--- src/rtl/punc_control_pkg.sv ---
// Shared encodings for the PUnC control unit: opcodes, FSM states, datapath selects.
// Pure definitions; no logic, no latency.
// No flow control; consumers import the symbols they need.
package punc_control_pkg;

  // LC-3 opcodes (ir[15:12])
  localparam logic [3:0] OP_BR   = 4'b0000;
  localparam logic [3:0] OP_ADD  = 4'b0001;
  localparam logic [3:0] OP_LD   = 4'b0010;
  localparam logic [3:0] OP_ST   = 4'b0011;
  localparam logic [3:0] OP_JSR  = 4'b0100;
  localparam logic [3:0] OP_AND  = 4'b0101;
  localparam logic [3:0] OP_LDR  = 4'b0110;
  localparam logic [3:0] OP_STR  = 4'b0111;
  localparam logic [3:0] OP_RTI  = 4'b1000;
  localparam logic [3:0] OP_NOT  = 4'b1001;
  localparam logic [3:0] OP_LDI  = 4'b1010;
  localparam logic [3:0] OP_STI  = 4'b1011;
  localparam logic [3:0] OP_JMP  = 4'b1100;
  localparam logic [3:0] OP_RES  = 4'b1101;
  localparam logic [3:0] OP_LEA  = 4'b1110;
  localparam logic [3:0] OP_HALT = 4'b1111;

  typedef enum logic [2:0] {
    ST_INIT, ST_FETCH, ST_DECODE, ST_EXEC, ST_EXEC2, ST_HALT
  } state_e;

  // PC next-value select
  localparam logic [1:0] PC_SEL_OFF9  = 2'd0;
  localparam logic [1:0] PC_SEL_OFF11 = 2'd1;
  localparam logic [1:0] PC_SEL_RQ    = 2'd2;

  // Memory read address select
  localparam logic [1:0] DMEM_R_PC       = 2'd0;
  localparam logic [1:0] DMEM_R_PC_OFF9  = 2'd1;
  localparam logic [1:0] DMEM_R_RP       = 2'd2;
  localparam logic [1:0] DMEM_R_RQ_OFF6  = 2'd3;

  // Memory write address select
  localparam logic [1:0] DMEM_W_PC_OFF9  = 2'd0;
  localparam logic [1:0] DMEM_W_TEMP     = 2'd1;
  localparam logic [1:0] DMEM_W_RQ_OFF6  = 2'd2;

  // Register-file write data / address select
  localparam logic [1:0] RF_WD_ALU     = 2'd0;
  localparam logic [1:0] RF_WD_PC_OFF9 = 2'd1;
  localparam logic [1:0] RF_WD_DMEM    = 2'd2;
  localparam logic [1:0] RF_WD_PC      = 2'd3;
  localparam logic       RF_WA_R7      = 1'b0;
  localparam logic       RF_WA_DR      = 1'b1;

  // Rp read address select
  localparam logic       RF_RP_DR  = 1'b0;  // ir[11:9]
  localparam logic       RF_RP_SR2 = 1'b1;  // ir[2:0]

  // ALU function and A-input select
  localparam logic [1:0] ALU_PASSA = 2'd0;
  localparam logic [1:0] ALU_ADD   = 2'd1;
  localparam logic [1:0] ALU_AND   = 2'd2;
  localparam logic [1:0] ALU_NOT   = 2'd3;
  localparam logic       ALU_A_RP   = 1'b0;
  localparam logic       ALU_A_IMM5 = 1'b1;

  // Branch condition bit positions within ir
  localparam int BR_N = 11;
  localparam int BR_Z = 10;
  localparam int BR_P = 9;

endpackage

--- src/rtl/punc_control.sv ---
// PUnC LC-3 control FSM: sequences FETCH/DECODE/EXEC(/EXEC2) and drives all datapath controls.
// 3 cycles per instruction, 4 for LDI/STI; outputs are combinational from state and ir.
// No backpressure: memory is combinational-read, so the FSM never stalls; HALT holds until rst.
module punc_control
  import punc_control_pkg::*;
(
  input  logic       clk,
  input  logic       rst,
  input  logic [15:0] ir,
  input  logic       nzp_match,
  output logic       pc_ld,
  output logic       pc_clr,
  output logic       pc_inc,
  output logic [1:0] pc_sel,
  output logic       ir_ld,
  output logic       ir_clr,
  output logic       dmem_rd,
  output logic       dmem_wr,
  output logic [1:0] dmem_r_addr_sel,
  output logic [1:0] dmem_w_addr_sel,
  output logic [1:0] rf_w_data_sel,
  output logic       rf_w_addr_sel,
  output logic       rf_w_wr,
  output logic       rf_rp_addr_sel,
  output logic       rf_rp_rd,
  output logic       rf_rq_rd,
  output logic       temp_ld,
  output logic       nzp_ld,
  output logic       nzp_clr,
  output logic [1:0] alu_sel,
  output logic       alu_in_a_sel,
  output logic       halted
);

  state_e     state_q, state_d;
  logic [3:0] opcode;

  assign opcode = ir[15:12];

  // Operand fields are consumed by the datapath, not here.
  logic unused_ir_bits;
  assign unused_ir_bits = ^{ir[10:6], ir[4:0]};

  // State register; reset forces INIT so the next instruction starts cleanly.
  always_ff @(posedge clk) begin
    if (rst) state_q <= ST_INIT;
    else     state_q <= state_d;
  end

  // Next-state and control decode; every output defaults low.
  always_comb begin
    state_d         = state_q;
    pc_ld           = 1'b0;
    pc_clr          = 1'b0;
    pc_inc          = 1'b0;
    pc_sel          = PC_SEL_OFF9;
    ir_ld           = 1'b0;
    ir_clr          = 1'b0;
    dmem_rd         = 1'b0;
    dmem_wr         = 1'b0;
    dmem_r_addr_sel = DMEM_R_PC;
    dmem_w_addr_sel = DMEM_W_PC_OFF9;
    rf_w_data_sel   = RF_WD_ALU;
    rf_w_addr_sel   = RF_WA_R7;
    rf_w_wr         = 1'b0;
    rf_rp_addr_sel  = RF_RP_DR;
    rf_rp_rd        = 1'b0;
    rf_rq_rd        = 1'b0;
    temp_ld         = 1'b0;
    nzp_ld          = 1'b0;
    nzp_clr         = 1'b0;
    alu_sel         = ALU_PASSA;
    alu_in_a_sel    = ALU_A_RP;
    halted          = 1'b0;

    unique case (state_q)
      ST_INIT: begin
        pc_clr  = 1'b1;
        ir_clr  = 1'b1;
        nzp_clr = 1'b1;
        state_d = ST_FETCH;
      end

      ST_FETCH: begin
        dmem_rd         = 1'b1;
        dmem_r_addr_sel = DMEM_R_PC;
        ir_ld           = 1'b1;
        pc_inc          = 1'b1;
        state_d         = ST_DECODE;
      end

      ST_DECODE: begin
        state_d = (opcode == OP_HALT) ? ST_HALT : ST_EXEC;
      end

      ST_EXEC: begin
        state_d = ST_FETCH;
        case (opcode)
          OP_ADD, OP_AND: begin
            rf_rp_addr_sel = RF_RP_SR2;
            alu_in_a_sel   = ir[5];
            alu_sel        = (opcode == OP_ADD) ? ALU_ADD : ALU_AND;
            rf_w_data_sel  = RF_WD_ALU;
            rf_w_addr_sel  = RF_WA_DR;
            rf_w_wr        = 1'b1;
            nzp_ld         = 1'b1;
            rf_rp_rd       = 1'b1;
            rf_rq_rd       = 1'b1;
          end
          OP_NOT: begin
            alu_sel       = ALU_NOT;
            rf_rq_rd      = 1'b1;
            rf_w_data_sel = RF_WD_ALU;
            rf_w_addr_sel = RF_WA_DR;
            rf_w_wr       = 1'b1;
            nzp_ld        = 1'b1;
          end
          OP_BR: begin
            if (nzp_match) begin
              pc_ld  = 1'b1;
              pc_sel = PC_SEL_OFF9;
            end
          end
          OP_JMP: begin
            pc_ld    = 1'b1;
            pc_sel   = PC_SEL_RQ;
            rf_rq_rd = 1'b1;
          end
          OP_JSR: begin
            // R7 captures the already-incremented PC in the same edge the PC jumps.
            rf_w_addr_sel = RF_WA_R7;
            rf_w_data_sel = RF_WD_PC;
            rf_w_wr       = 1'b1;
            pc_ld         = 1'b1;
            pc_sel        = ir[11] ? PC_SEL_OFF11 : PC_SEL_RQ;
            rf_rq_rd      = 1'b1;
          end
          OP_LD, OP_LDR, OP_LDI: begin
            dmem_rd         = 1'b1;
            dmem_r_addr_sel = (opcode == OP_LDR) ? DMEM_R_RQ_OFF6 : DMEM_R_PC_OFF9;
            rf_rq_rd        = (opcode == OP_LDR);
            rf_w_data_sel   = RF_WD_DMEM;
            rf_w_addr_sel   = RF_WA_DR;
            rf_w_wr         = 1'b1;
            // LDI parks the pointer in DR; flags are set only by the final load.
            nzp_ld          = (opcode != OP_LDI);
            if (opcode == OP_LDI) state_d = ST_EXEC2;
          end
          OP_LEA: begin
            rf_w_data_sel = RF_WD_PC_OFF9;
            rf_w_addr_sel = RF_WA_DR;
            rf_w_wr       = 1'b1;
            nzp_ld        = 1'b1;
          end
          OP_ST, OP_STR: begin
            dmem_wr         = 1'b1;
            dmem_w_addr_sel = (opcode == OP_STR) ? DMEM_W_RQ_OFF6 : DMEM_W_PC_OFF9;
            rf_rq_rd        = (opcode == OP_STR);
            rf_rp_addr_sel  = RF_RP_DR;
            rf_rp_rd        = 1'b1;
          end
          OP_STI: begin
            dmem_rd         = 1'b1;
            dmem_r_addr_sel = DMEM_R_PC_OFF9;
            temp_ld         = 1'b1;
            state_d         = ST_EXEC2;
          end
          default: ;  // RTI / reserved behave as NOP
        endcase
      end

      ST_EXEC2: begin
        state_d        = ST_FETCH;
        rf_rp_addr_sel = RF_RP_DR;
        rf_rp_rd       = 1'b1;
        if (opcode == OP_LDI) begin
          dmem_rd         = 1'b1;
          dmem_r_addr_sel = DMEM_R_RP;
          rf_w_data_sel   = RF_WD_DMEM;
          rf_w_addr_sel   = RF_WA_DR;
          rf_w_wr         = 1'b1;
          nzp_ld          = 1'b1;
        end else begin
          dmem_wr         = 1'b1;
          dmem_w_addr_sel = DMEM_W_TEMP;
        end
      end

      ST_HALT: begin
        halted  = 1'b1;
        state_d = ST_HALT;
      end

      default: state_d = ST_INIT;
    endcase
  end

endmodule

--- config.mk ---
export PLATFORM = sky130hd
export DESIGN_NAME = punc_control
export DESIGN_NICKNAME = d
export VERILOG_FILES = /design/src/rtl/punc_control_pkg.sv /design/src/rtl/punc_control.sv
export SDC_FILE = /design/constraint.sdc
export NUM_CORES = 1
export LEC_CHECK = 0
export CAP_MARGIN = 20
export CORE_MARGIN = 10
export CORE_UTILIZATION = 30
export CTS_CLUSTER_SIZE = 10
export DETAILED_ROUTE_END_ITERATION = 16
export PLACE_DENSITY = 0.73
export SETUP_SLACK_MARGIN = 0.2
export SYNTH_ARGS = -nofsm -noshare
export SYNTH_HDL_FRONTEND = slang
export SYNTH_SLANG_ARGS = --single-unit
--- constraint.sdc ---
create_clock -name clk -period 1.46 [get_ports clk]
set_input_delay 0.438 -clock clk [delete_from_list [all_inputs] [get_ports clk]]
set_output_delay 0.438 -clock clk [all_outputs]
set_load 0.01 [all_outputs]
# After elaboration in Yosys (flattened, before gate mapping)
# Cells that the tools add are included.
dict set report totals {
  in_bits 19
  reg_bits 3
  out_inout_bits 27
}
dict set report op_classes {
  n_mux 48
  reduce_logical 13
  n_eq_ne 19
}
# op n
set op_table {}
lappend op_table {{$eq A4 B4 Y1 const B} 6}
lappend op_table {{$pmux W2 S2} 6}
lappend op_table {{$mux W1} 20}
lappend op_table {{$eq A4 B3 Y1 const B} 4}
lappend op_table {{$mux W2} 8}
lappend op_table {{$pmux W3 S5} 1}
lappend op_table {{$pmux W1 S2} 7}
lappend op_table {{$reduce_or A4 Y1} 3}
lappend op_table {{$eq A4 B2 Y1 const B} 2}
lappend op_table {{$reduce_or A2 Y1} 4}
lappend op_table {{$reduce_or A8 Y1} 1}
lappend op_table {{$reduce_or A7 Y1} 1}
lappend op_table {{$eq A3 B2 Y1 const B} 2}
lappend op_table {{$eq A3 B3 Y1 const B} 2}
lappend op_table {{$mux W3} 2}
lappend op_table {{$pmux W1 S3} 2}
lappend op_table {{$pmux W2 S3} 1}
lappend op_table {{$pmux W3 S2} 1}
lappend op_table {{$reduce_or A5 Y1} 1}
lappend op_table {{$eq A4 B1 Y1 const B} 1}
lappend op_table {{$logic_not A4 Y1} 1}
lappend op_table {{$ne A4 B4 Y1 const B} 1}
lappend op_table {{$eq A3 B1 Y1 const B} 1}
lappend op_table {{$logic_not A3 Y1} 1}
lappend op_table {{$reduce_or A3 Y1} 1}

# Depth between registers and ports, before layout
dict set report logic_depth {
  ltp_word 4
  ltp_mapped 5
  depth_no_buf 3
}

# Least setup slack after synthesis
# OpenSTA, ideal clock, no wires.
dict set report synth_timing {
  kind {input to output}
  from {in ir[12]}
  to {out rf_w_data_sel[1]}
  t_arrival_ns 1.164
  path_buffers 1
  setup_slack_ns -0.142
  required_time_ns 1.022
  cell_stages 3
  path_cell_list {buf_2 nand2b_1 o32ai_1}
}
dict set report synth_via {
  elab_chain_cells 4
}
# item line
set synth_lines {}
lappend synth_lines {{from (decl)} punc_control.sv:9} ;# input logic [15:0] ir,
lappend synth_lines {{$eq A4 B3 Y1 (tied with other cells)} punc_control.sv:98} ;# case (opcode)
lappend synth_lines {{$reduce_or A3 Y1} --}
lappend synth_lines {{$pmux W2 S3} punc_control.sv:98}
lappend synth_lines {{$pmux W2 S2 *} punc_control.sv:76} ;# unique case (state_q)
lappend synth_lines {{to (decl)} punc_control.sv:21} ;# output logic [1:0] rf_w_data_sel,
# Every way passes the cells marked *; elsewhere a longest branch is shown, timed or not.

# Worst setup path in the final report
dict set report layout_timing {
  from {reg state_q[2]}
  to {out pc_sel[1]}
}
dict set report layout_via {
  elab_chain_cells 2
}
# item line
set layout_lines {}
lappend layout_lines {{from (decl)} punc_control.sv:35} ;# state_e state_q, state_d;
lappend layout_lines {{from (signal assigned)} punc_control.sv:47} ;# else state_q <= state_d;
lappend layout_lines {{$eq A3 B2 Y1} punc_control.sv:76}
lappend layout_lines {{$mux W2} punc_control.sv:76}
lappend layout_lines {{to (decl)} punc_control.sv:14} ;# output logic [1:0] pc_sel,
# Every way passes these cells.

==> reports/metrics.yaml <==
clk_pin_slew_worst_paths_ns: 0.04
power.density_nw_per_um2: 417.2
largest_reg_flops: 3
crit_chain: "and3b_2 -> buf_12 -> nand2_4 -> a2111oi_4 -> buf_2"
final_cell_area_sq_um: 1516
ios: 46
critPathMaxFanout: 5
status: "finished, violations left"
placed_cell_area_sq_um: 1235
seq_area_frac_synth_pct: 10.00
antenna_cells: 0
die_h_um: 64.74
wl_um: 3031
total_power_mw: 0.6326
dieArea_sq_um: 4191
antenna_found_initial: 0
startpoint_type: "register"
detail-route-antenna-nets: 0
swShare_pct: 39.03
p_int_mw: 0.3857
max_freq_mhz: 545.6
clock_sinks: 3
drc: 0
syn_area_per_cell_sq_um: 6.903
seqPwrFrac_pct: 15.4
vias_per_cell: 5.242
clock_latency_ns: 0.23
grt_first_pass_wirelength_um: 4836
drt_iter0_markers: 45
whs_ns: 0.6235
cts_tree: "yes"
min_path_type: "register to register"
maxCapViolCount: 0
netlist_area_sq_um: 600.6
yosysWarningCount: 0
cellLeakagePower_nw: 0.6951
period_minus_slack_ns: 1.833
peakVddDrop_mv: 0.4143
synthDistinctLibCells: 33
arrival_ns: 1.39
preCtsSetupSlack_ns: -1.136
fin_ws_ns: -0.3728
post-place-cells: 162
violations: "negative setup slack"
nets: 171
core_sq_um: 1942
synth_nets: 106
p_switching_mw: 0.2469
vias: 933
slowest_delay_ns: 0.33
slew_headroom_pct: 82.10
nFillCells: 133
hpwl_um: 2008
cp_slowest_cell: "dfxtp_2"
initial_core_util_pct: 30.93
grt_remaining_overflow: 0
top_register: "state_q"
row_count: 16
finalSetupViolCount: 28
skew_ns: 0.001437
synthCells: 87
root_buffer: "clkbuf_4"
first_pass_iters: 4
worst_pin_slew_ns: 0.2679
grt_pass1_vias: 958
grt_use_total_pct: 13.78
ys_seq_elements: 3
stdcell_count: 178
wl_per_cell_um: 17.03
clock_path_buffers: 2
slew_violations: 0
syn2layout_area_growth_pct: 152.5
die_x_um: 64.74
rsz0062_at_grt: "yes"
port_buffers: 35
fin_crit_sh_pct: 125.5
htree_levels: 1
cp.required_ns: 1.02
grt_max_degree: 9
layout_top_registers: "state_q: 3 flops"
endpoint_kind: "output pin"
hold_buffers: 0
cts_buffers: 3
hold_violations: 0
pwr-share-clk_pct: 23.0
drive_above_1_share_pct: 80.79
crit_type: "register to output pin"
combPwrFrac_pct: 61.6
globalplace.congestion: 0.8465
==> layer usage <==
| layer | track usage (%) | vias to the layer above | part of all wire [%] |
|---|---|---|---|
| met5 | 0 | - | 0 |
| met4 | 6.150 | 0 | 0.99 |
| met3 | 2.921 | 2 | 3.6 |
| met2 | 23.28 | 33 | 52 |
| met1 | 16.26 | 458 | 44 |
| li1 | - | 440 | - |
==> power groups by stage <==
| stage | Clock, mW | Sequential, mW | Combinational [mW] |
|---|---|---|---|
| after floorplan | 0 | 0.0913 | 0.180 |
| after global placement | 0 | 0.0970 | 0.300 |
| after detailed placement | 0 | 0.0976 | 0.304 |
| after CTS | 0.149 | 0.0971 | 0.359 |
| after global routing | 0.159 | 0.0980 | 0.414 |
| final | 0.146 | 0.0973 | 0.390 |
==> critical path: cells and delay by family (launching register included) <==
family	cells	cell delay, ns
DFF	1	0.33
AOI/OAI and AO/OA	1	0.18
and+or+nand+nor	2	0.33
buffers and inverters	2	0.32
==> cells by family after synthesis <==
logic type,Yosys count,synth area share [%]
flip-flops,3,10.00
buffers and inverters,14,15.63
AND/OR/NAND/NOR,45,46.25
XOR/XNOR,2,2.917
AO/OA/AOI/OAI,23,25.21
==> repair_timing <==
action | in CTS | in global routing
pin swaps | 16 | 4
resized for setup | 181 | 20
setup endpoints to repair | 30 | 28
buffers inserted | 10 | 0
gates cloned | 2 | 0
==> per-stage QoR <==
step	setup TNS, ns	utilization, %
2_1_floorplan	-0.3482	-
5_1_grt	-7.936	78.09
3_5_place_dp	-24.96	63.60
4_1_cts	-6.784	73.65
6_report	-6.565	78.09
3_3_place_gp	-24.39	63.60
==> final cells by class <==
type	count	area, sq um	share of cell area (%)
Inverter	3	13.76	0.9076
Multi-Input combinational cell	70	747.0	49.26
Timing Repair Buffer	71	626.9	41.34
Tap cell	27	33.78	2.228
Sequential cell	3	68.82	4.538
Clock buffer	4	26.28	1.733
==> cells in the final DEF (no fill, tap or decap), drive strengths merged <==
master          n
a2111oi         1
clkdlybuf4s50   3
or4             1
nand3           5
nor2            7
buf            67
nand3b          4
nand2b          5
inv             3
a31oi           3
nor3b           3
clkbuf          4
nor2b           3
xor2            1
or3             1
and3            1
nor3            5
dfxtp           3
a21oi           8
a211oi          2
o22ai           1
o21ai           7
o32ai           1
and3b           2
nand4           1
dlygate4sd2     1
xnor2           1
nor4            1
nand2           6
==> path summary, 6_finish.rpt <==
| check | from | to | slack [ns] | depth (start not counted) |
|---|---|---|---|---|
| worst max-delay path | state_q[2]$_SDFF_PP0_ | pc_sel[1] | -0.37 | 5 |
| worst min-delay path | state_q[2]$_SDFF_PP0_ | state_q[1]$_SDFF_PP0_ | 0.62 | 2 |
| worst max register to register | state_q[1]$_SDFF_PP0_ | state_q[2]$_SDFF_PP0_ | -0.02 | 5 |
| worst min register to register | state_q[2]$_SDFF_PP0_ | state_q[1]$_SDFF_PP0_ | 0.62 | 2 |
==> cells in the mapped netlist <==
library cell | number | area (sq um)
inv_1 | 2 | 7.510
nand4_1 | 1 | 6.260
o22ai_1 | 1 | 6.260
o21ai_0 | 7 | 35.03
nor4_1 | 1 | 6.260
nand3b_1 | 3 | 22.52
o32ai_1 | 1 | 8.760
nand3b_4 | 1 | 20.02
buf_4 | 5 | 37.54
a21oi_1 | 8 | 40.04
dfxtp_1 | 3 | 60.06
nand3_1 | 5 | 25.02
and3_1 | 1 | 6.260
nand2_1 | 5 | 18.77
buf_2 | 4 | 20.02
and3b_2 | 1 | 10.01
inv_4 | 1 | 6.260
or4_1 | 1 | 7.510
nor3b_1 | 2 | 15.01
nand2b_1 | 5 | 31.28
a211oi_1 | 2 | 15.01
and3b_1 | 1 | 8.760
or3_1 | 1 | 6.260
nor2b_1 | 3 | 18.77
nor2_1 | 7 | 26.28
nor3_1 | 5 | 25.02
xor2_1 | 1 | 8.760
a31oi_1 | 3 | 18.77
nor3b_2 | 1 | 12.51
xnor2_1 | 1 | 8.760
a2111oi_4 | 1 | 27.53
nand2_4 | 1 | 11.26
buf_6 | 2 | 22.52
Power figures use the tool's default switching activity.
